`src/rtl/sliced_subtractor.sv`:
```
// -----------------------------------------------------------------------------
// sliced_subtractor
//   Multicycle subtractor: sub_result = A - B, computed SLICE_W bits per cycle
//   with the inter-slice carry held in a register. Also yields the signed
//   less-than and signed overflow flags of the same subtraction. Results are
//   registered and held stable for the whole time out_valid is high, which the
//   downstream zero-detect stage relies on.
//
//   State table:
//     IDLE | waiting for operands, in_ready = 1
//     BUSY | one slice per cycle, NUM_SLICES cycles
//     DONE | result and flags valid, waiting for out_ready
//
// Ports:
//   clock          rising-edge clock
//   reset          synchronous active-low reset
//   in_valid       operands presented
//   in_ready       block can accept operands
//   data_operandA  minuend   (DATA_W)
//   data_operandB  subtrahend (DATA_W)
//   out_valid      result valid
//   out_ready      consumer accepts the result
//   sub_result     A - B modulo 2^DATA_W
//   isLessThan     signed A < B
//   overflow       signed overflow of A - B
//
// SLICE_W must divide DATA_W evenly (1, 2, 4, 8, 16 or 32 at DATA_W = 32).
// -----------------------------------------------------------------------------
module sliced_subtractor #(
    parameter int DATA_W  = 32,
    parameter int SLICE_W = 8
) (
    input  logic              clock,
    input  logic              reset,
    input  logic              in_valid,
    output logic              in_ready,
    input  logic [DATA_W-1:0] data_operandA,
    input  logic [DATA_W-1:0] data_operandB,
    output logic              out_valid,
    input  logic              out_ready,
    output logic [DATA_W-1:0] sub_result,
    output logic              isLessThan,
    output logic              overflow
);

    localparam int NUM_SLICES = DATA_W / SLICE_W;
    localparam int CNT_W      = (NUM_SLICES > 1) ? $clog2(NUM_SLICES) : 1;
    localparam int SUM_W      = SLICE_W + 1;
    localparam int MSB        = DATA_W - 1;
    localparam logic [CNT_W-1:0] LAST_SLICE = CNT_W'(NUM_SLICES - 1);

    typedef enum logic [1:0] {
        IDLE = 2'd0,
        BUSY = 2'd1,
        DONE = 2'd2
    } state_t;

    state_t              r_state;
    logic [DATA_W-1:0]   r_a;
    logic [DATA_W-1:0]   r_b;
    logic [DATA_W-1:0]   r_acc;
    logic                r_carry;
    logic [CNT_W-1:0]    r_cnt;
    logic                r_in_ready;
    logic                r_out_valid;
    logic [DATA_W-1:0]   r_sub_result;
    logic                r_lt;
    logic                r_ovf;

    logic [31:0]         w_base;
    logic [SLICE_W-1:0]  w_slice_a;
    logic [SLICE_W-1:0]  w_slice_b;
    logic [SUM_W-1:0]    w_slice_sum;
    logic [DATA_W-1:0]   w_full;
    logic                w_ovf;
    logic                w_lt;

    assign w_base = 32'(r_cnt) * 32'(SLICE_W);

    // Subtraction as A + ~B + carry, with carry seeded to 1 on accept.
    always_comb begin
        w_slice_a   = r_a[w_base +: SLICE_W];
        w_slice_b   = r_b[w_base +: SLICE_W];
        w_slice_sum = {1'b0, w_slice_a} + {1'b0, ~w_slice_b} + SUM_W'(r_carry);
    end

    // Accumulator with the current slice merged in; on the last slice this is
    // the complete difference, so the flags come from it in the same cycle.
    always_comb begin
        w_full = r_acc;
        w_full[w_base +: SLICE_W] = w_slice_sum[SLICE_W-1:0];
    end

    assign w_ovf = (r_a[MSB] != r_b[MSB]) && (w_full[MSB] != r_a[MSB]);
    assign w_lt  = w_full[MSB] ^ w_ovf;

    always_ff @(posedge clock) begin
        if (!reset) begin
            r_state      <= IDLE;
            r_a          <= '0;
            r_b          <= '0;
            r_acc        <= '0;
            r_carry      <= 1'b1;
            r_cnt        <= '0;
            r_in_ready   <= 1'b1;
            r_out_valid  <= 1'b0;
            r_sub_result <= '0;
            r_lt         <= 1'b0;
            r_ovf        <= 1'b0;
        end else begin
            case (r_state)
                IDLE: begin
                    if (in_valid) begin
                        r_a        <= data_operandA;
                        r_b        <= data_operandB;
                        r_carry    <= 1'b1;
                        r_cnt      <= '0;
                        r_in_ready <= 1'b0;
                        r_state    <= BUSY;
                    end
                end
                BUSY: begin
                    r_acc   <= w_full;
                    r_carry <= w_slice_sum[SLICE_W];
                    if (r_cnt == LAST_SLICE) begin
                        r_cnt        <= '0;
                        r_sub_result <= w_full;
                        r_ovf        <= w_ovf;
                        r_lt         <= w_lt;
                        r_out_valid  <= 1'b1;
                        r_state      <= DONE;
                    end else begin
                        r_cnt <= r_cnt + 1'b1;
                    end
                end
                DONE: begin
                    if (out_ready) begin
                        r_out_valid <= 1'b0;
                        r_in_ready  <= 1'b1;
                        r_state     <= IDLE;
                    end
                end
                default: begin
                    r_state     <= IDLE;
                    r_in_ready  <= 1'b1;
                    r_out_valid <= 1'b0;
                end
            endcase
        end
    end

    assign in_ready   = r_in_ready;
    assign out_valid  = r_out_valid;
    assign sub_result = r_sub_result;
    assign isLessThan = r_lt;
    assign overflow   = r_ovf;

endmodule
```
`config.mk`:
```
export PLATFORM = sky130hd
export DESIGN_NAME = sliced_subtractor
export DESIGN_NICKNAME = d
export VERILOG_FILES = /design/src/rtl/sliced_subtractor.sv
export SDC_FILE = /design/constraint.sdc
export NUM_CORES = 1
export LEC_CHECK = 0
export ABC_AREA = 1
export ABC_CLOCK_PERIOD_IN_PS = 8500
export CAP_MARGIN = 15
export CORE_MARGIN = 2
export CORE_UTILIZATION = 58
export DETAILED_ROUTE_END_ITERATION = 10
export GPL_ROUTABILITY_DRIVEN = 0
export GPL_TIMING_DRIVEN = 0
export PLACE_DENSITY = 0.92
export SETUP_SLACK_MARGIN = 0.1
export SLEW_MARGIN = 0
export SYNTH_ARGS = -nofsm -noshare
export SYNTH_HDL_FRONTEND = slang
export SYNTH_SLANG_ARGS = --single-unit
```
`constraint.sdc`:
```
create_clock -name clock -period 8.5 [get_ports clock]
set_input_delay 1.7 -clock clock [delete_from_list [all_inputs] [get_ports clock]]
set_output_delay 1.7 -clock clock [all_outputs]
set_load 0.01 [all_outputs]
```
---- Word-level counts from Yosys, hierarchy flattened ----
Cells that the tools add are included.
operators by class
  add/subtract/negate cells ............... 4
  multiply operators ...................... 0
  div/mod/pow operators ................... 0
  $lt $le $gt $ge ......................... 0
  eq/ne operators ......................... 8
  shift-type cells ........................ 4
  multiplexer cells ....................... 16
  bitwise gates (word level) .............. 4
  reductions and logical operators ........ 9
operators with widths
  cell                                                    number
  variable part select 32 x 6 -> 8 bit                    2
  negation 5 -> 34 bit                                    1
  variable shift 8 x 34 -> 32 bit (first input constant)  1
  variable part select 8 x 34 -> 32 bit                   1
  bitwise mux 32 bit                                      1
  2-to-1 mux 2 bit                                        5
  adder 8 x 8 -> 9 bit                                    1
  adder 9 x 1 -> 9 bit                                    1
  AND reduction 3 bit                                     3
  inverter 8 bit                                          1
  != test 2 bit (second input constant)                   3
  one-hot mux 1 bit (3 select lines)                      2
  one-hot mux 2 bit (3 select lines)                      1
  AND reduction 2 bit                                     3
  2-to-1 mux 1 bit                                        5
  equality test 2 bit (second input constant)             2
  one-hot mux 2 bit (2 select lines)                      1
  adder 2 x 1 -> 2 bit (second input constant)            1
  equality test 2 x 1 -> 1 bit (second input constant)    1
  logical NOT 2 bit                                       1
  != test 1 bit                                           2
  inverter 1 bit                                          2
  one-hot mux 1 bit (2 select lines)                      1
  nonzero test 2 bit                                      1
  other kinds (2)                                         2
word-level totals
  register bits after elaboration ......... 137
  latch bits .............................. 0
  bits in writable memories ............... 0
  ROM bits ................................ 0
  output and inout bits ................... 36
  word-level logic and storage cells ...... 56
  memories ................................ 0

---- Depth between registers and ports, before layout ----
  depth after elaboration ................. 9
  mapped depth ............................ 18
  depth with buffers taken out ............ 17

---- Worst setup path after synthesis ----
No wires, ideal clock.
  path type ............................... register to register
  start ................................... reg r_cnt[0]
  end ..................................... reg r_acc[28]
  setup time .............................. 116 ps
  data arrival time ....................... 2546 ps
  path slack .............................. 5838 ps
  cell stages (with the launch flop) ...... 18
  path buffers ............................ 2
  cells stage by stage .................... dfxtp_1 > buf_2 > buf_2 > nand2_1 > a32o_1 > fa_1 > inv_1 > fa_1 > inv_1 > nand3_1 > nand2_1 > or2_1 > nand3_1 > nor2_1 > nand2_1 > nand3_1 > o211ai_1 > inv_1
between the ends
  longest elaborated chain between the ends .. 6
  elaborated cells between the ends (all ways) .. 9
  classes of those cells .................. add/sub: 3; shift: 4; mux: 1; bitwise: 1
RTL lines
  what                                   RTL line  source
  start: declaration                     63        logic [CNT_W-1:0] r_cnt;
  start signal: assignment               133       r_cnt <= r_cnt + 1'b1;
  variable part select 32 x 6 -> 8 bit   83        w_slice_b = r_b[w_base +: SLICE_W];
  inverter 8 bit                         84        w_slice_sum = {1'b0, w_slice_a} + {1'b0, ~w_slice_b} + SUM_W'(r_carry);
  adder 8 x 8 -> 9 bit                   84
  adder 9 x 1 -> 9 bit                   84
  variable part select 8 x 34 -> 32 bit  91        w_full[w_base +: SLICE_W] = w_slice_sum[SLICE_W-1:0];
  bitwise mux 32 bit *                   91
  end signal: assignment                 123       r_acc <= w_full;
  end: declaration                       61        logic [DATA_W-1:0] r_acc;
Every way passes the cells marked *; elsewhere a longest branch is shown, timed or not.
A chain may end at the register's enable or synchronous reset.

---- Worst setup path after layout ----
  start ................................... reg r_cnt[1]
  end ..................................... reg r_sub_result[12], in the netlist sub_result[12]
between the ends
  longest elaborated chain between the ends .. 6
  elaborated cells between the ends (all ways) .. 11
  classes of those cells .................. add/sub: 3; eq/ne: 1; shift: 4; mux: 1; bitwise: 1; reduce/logical: 1
RTL lines
  what                                   RTL line  source
  variable part select 32 x 6 -> 8 bit   83
  inverter 8 bit                         84
  adder 8 x 8 -> 9 bit                   84
  adder 9 x 1 -> 9 bit                   84
  variable part select 8 x 34 -> 32 bit  91
  bitwise mux 32 bit                     91
  end signal: assignment                 127       r_sub_result <= w_full;
  end: declaration                       66        logic [DATA_W-1:0] r_sub_result;
Several ways; a longest one is shown, not always the timed one.

==> results.txt <==
The share of the yosys chip area belonging to registers came out at 42.9%. The count of input and output buffers is between 100 and 150. After layout, the worst path uses roughly 45% of the clock period.

The final reports fail on DRC. The via count of the first global-routing pass is approximately 6300. The proportion of register bits with asynchronous set or reset after synthesis is 0%. Summed over all failing endpoints, the final setup total negative slack is 0 ps.

about 100 I/O pins were placed. The count of final max-slew check failures is 0. The wire length the detailed router placed on met1 is between 7000 and 8000 um.

The total of endpoints with negative setup slack in the final report is 0. After the first detailed-routing iteration, the DRC count stood at roughly 750. sky130_fd_sc_hd__nor2_1 is the most common cell in the netlist. The area of the die came out at 11900 um2. STA puts the critical path data arrival time at approximately 4300 ps.

The combined global-route utilization of all metal layers is 32.6%. The buffer depth of the longest clock path came out at 2. By startpoint and endpoint, the worst setup path is classified as flip-flop to flip-flop.

The combinational cell fraction of total power is between 20% and 30%. Clock tree synthesis inserted a total of 17 buffers. The number of iterations in the first detailed-routing pass is 11. The antenna diode count came out at 0. The ratio of routed vias to standard cells came out at between 5 and 6. The number of register bits inferred by synthesis is roughly 140. The switching share of total power is a little under a third. Gates resized during post-CTS repair numbered 0. The smallest clock period supported by the final layout is computed as around 3800 ps.

The flow ran to the end, but the final reports show violations. The final antenna-violating net count came out at 0. The element type at the critical path start is a flip-flop. The maximum clock skew at final layout came out at 5.33 ps.

The overall die width is 109 um. The clock tree synthesis step divided the H-tree into 4 levels. The tree is rooted in a sky130_fd_sc_hd__clkbuf_8.

The met3 wire length is about 1800 um. The via count of the routed design came out at roughly 6600. The total area of multi-input combinational cells is 2970 um2.

The number of remaining DRC errors came out at 1. The number of different library cells in the post-synthesis netlist came out at 44. The slack of the worst reg-to-reg path came out at approximately 4700 ps. The number of buffers added to fix hold violations after cts came out at 0. The routed design uses between 9000 and 10000 um of met2 wire.

The area share of the largest cell type after synthesis is 42.9%. The count of non-filler cells in the finished layout came out at 1150. By count the netlist is led by sky130_fd_sc_hd__nor2_1, sky130_fd_sc_hd__dfxtp_1, sky130_fd_sc_hd__o21ai_0. The initial utilization of the core area, before any placement, comes to between 50% and 60%. The Yosys step of the flow raised 0 warnings. After detailed routing, the average wire length per cell comes to between 15 and 20 um. After floorplanning, the core was divided into 38 placement rows. Routed signal wires occupy layers up through met4.

The final wirelength came out at 18900 um. The critical path capture point type is a flip-flop. At the pin with the least slew margin, the transition time is 777 ps. The cell area that synthesis handed to floorplanning was approximately 6400 um2.

After filler insertion, the fill cell instance count of the layout stands at slightly below 700. The hold violation total from the final report is 0. In this run the worst hold path is classified as flip-flop to flip-flop.

TritonCTS built the clock tree. The tool flagged a number of max-cap violations equal to 0. The clock group share of total power came out at 40.9%. In the final layout, the share of cells above drive strength 1 is 8.91%. In the post-synthesis netlist, the biggest area contributors are sky130_fd_sc_hd__dfxtp_1, sky130_fd_sc_hd__nor2_1, sky130_fd_sc_hd__o21ai_0. The count of mapped cells out of synthesis is 875. The post-synthesis to final-layout area growth is 28.4%.

The post-detailed-placement half-perimeter wirelength is around 12000 um. The net switching power figure is 0.565 mW. The number of nets produced by synthesis is between 900 and 1000.

The remaining global-route overflow came out at 0. The internal cell power is between 1 and 1.5 mW. The post-CTS clock slew at the launch and capture registers of the worst setup and hold paths came out at 60 ps. CTS saw around 140 sinks. sky130_fd_sc_hd__dfxtp_1 takes more of the synthesized area than any other cell. The peak supply drop came out at 0.136 mV. The worst-case hold slack is ~470 ps. The normalized max-slew margin came out at between 40% and 50%. The chip height is 109 um. The maximum number of pins on one net before global-route repair came out at 17. The sequential cell area is between 2000 and 3000 um2. The number of enable-type register cells in the synthesized netlist came out at 0. The per-instance average area after synthesis is between 7 and 8 um2.

The maximum frequency from static timing analysis came out at 263 MHz. The core region is about 11000 um2. The initial antenna violation count came out at 0.

The placed cell count came out at 1118. The maximum fanout along the worst path is 12. The most common flop cell mapped by yosys is sky130_fd_sc_hd__dfxtp_1.

Data on the critical path is required at its endpoint by approximately 9000 ps. The power density over the cells is roughly 230 nW/um2. The buffer count from post-CTS setup fixing is 0.

The analysis attributes to cell leakage a power of about 3.7 nW. The portion of total power attributed to sequential cells came out at about two fifths. The insertion delay to the later sink of the worst-skew pair came out at 530 ps. Setup repair after global routing left no endpoint under its margin. The final layout net count is roughly 1100.

The first global-routing pass estimated about 30000 um of wire.
## critical path, stage by stage, from the launching register on
cell and delay (ps):
sky130_fd_sc_hd__dfxtp_1 350, sky130_fd_sc_hd__buf_2 200, sky130_fd_sc_hd__inv_2 150, sky130_fd_sc_hd__clkbuf_1 540
sky130_fd_sc_hd__o21ai_0 190, sky130_fd_sc_hd__o22ai_1 360, sky130_fd_sc_hd__fa_1 280, sky130_fd_sc_hd__inv_1 70
sky130_fd_sc_hd__fa_1 420, sky130_fd_sc_hd__inv_1 110, sky130_fd_sc_hd__nand3_1 80, sky130_fd_sc_hd__nand2_1 100
sky130_fd_sc_hd__or2_1 120, sky130_fd_sc_hd__nand3_1 160, sky130_fd_sc_hd__nor2_1 230, sky130_fd_sc_hd__nand2_1 120
sky130_fd_sc_hd__nand3_1 100, sky130_fd_sc_hd__o211ai_1 100, sky130_fd_sc_hd__inv_1 70
## final cells by class
type	instances	share of cell area, %
tap	140	2.13
inverter	120	5.49
clock inverter	12	2.00
sequential	137	33.4
clock buffer	20	5.42
buffer	51	2.83
multi-input combinational	567	36.2
timing repair buffer	103	12.6
## final timing paths
path	to	depth (start not counted)	from
worst max register to register	sub_result[12]	18	r_cnt[1]
worst min-delay path	out_valid	2	out_valid
worst min register to register	out_valid	2	out_valid
worst max-delay path	sub_result[12]	18	r_cnt[1]
## cell usage in the layout (no fill, tap or decap), drive strengths merged, types with 2 or more instances in the layout
cell             n
fa               2
inv            123
xnor2            2
nor2           169
a21oi           43
or2              2
clkinvlp         4
o211ai          11
o21bai          17
o22ai           21
dfxtp          137
buf             19
nor3             2
a32oi            2
o21a            10
a32o             6
nand4            2
clkdlybuf4s50  103
o21ai          133
bufinv           3
nand3           31
clkinv           2
nand2           96
clkbuf          52
ha              13
## flip-flops by register name, summed over array words and instances, names as in the netlist
name / count
r_carry: 1
r_acc: 32
out_valid: 1
overflow: 1
r_b: 32
in_ready: 1
isLessThan: 1
r_state: 2
r_cnt: 2
r_a: 32
sub_result: 32
## stage by stage
step                      worst slack, ps  instance area [um2]  utilization (%)  power, mW
after floorplan                      5840                 6400                -      0.979
after global placement               5030                 7600             70.4       1.08
after detailed placement             4930                 7600             70.4       1.09
after CTS                            4940                 8210             76.1       1.85
after global routing                 4640                 8210             76.1       1.92
final                                4690                 8210             76.1       1.86
## cell families (layout without fill, tap and decap cells)
kind of cell               after synthesis  in the layout  share of synthesized area, %
DFF                                    137            137                          42.9
buffers and inverters                  171            306                          10.7
and+or+nand+nor                        302            302                          20.3
xor gates and xnor gates                 3              3                         0.646
adders and majority gates               15             15                          3.17
AOI/OAI and AO/OA                      247            247                          22.3
## layer usage
layer / global-route usage [%] / vias up
li1: - / 3083
met1: 39.3 / 3013
met2: 55.7 / 442
met3: 7.05 / 100
met4: 14.3 / 0
met5: 0 / -
## power groups by stage
stage	clock, mW	sequential [mW]	combinational (mW)
finish	0.762	0.711	0.390
global route	0.785	0.714	0.424
CTS	0.757	0.710	0.379
detailed placement	0	0.722	0.368
global placement	0	0.721	0.357
floorplan	0	0.715	0.263
(Power assumes the default switching activity.)
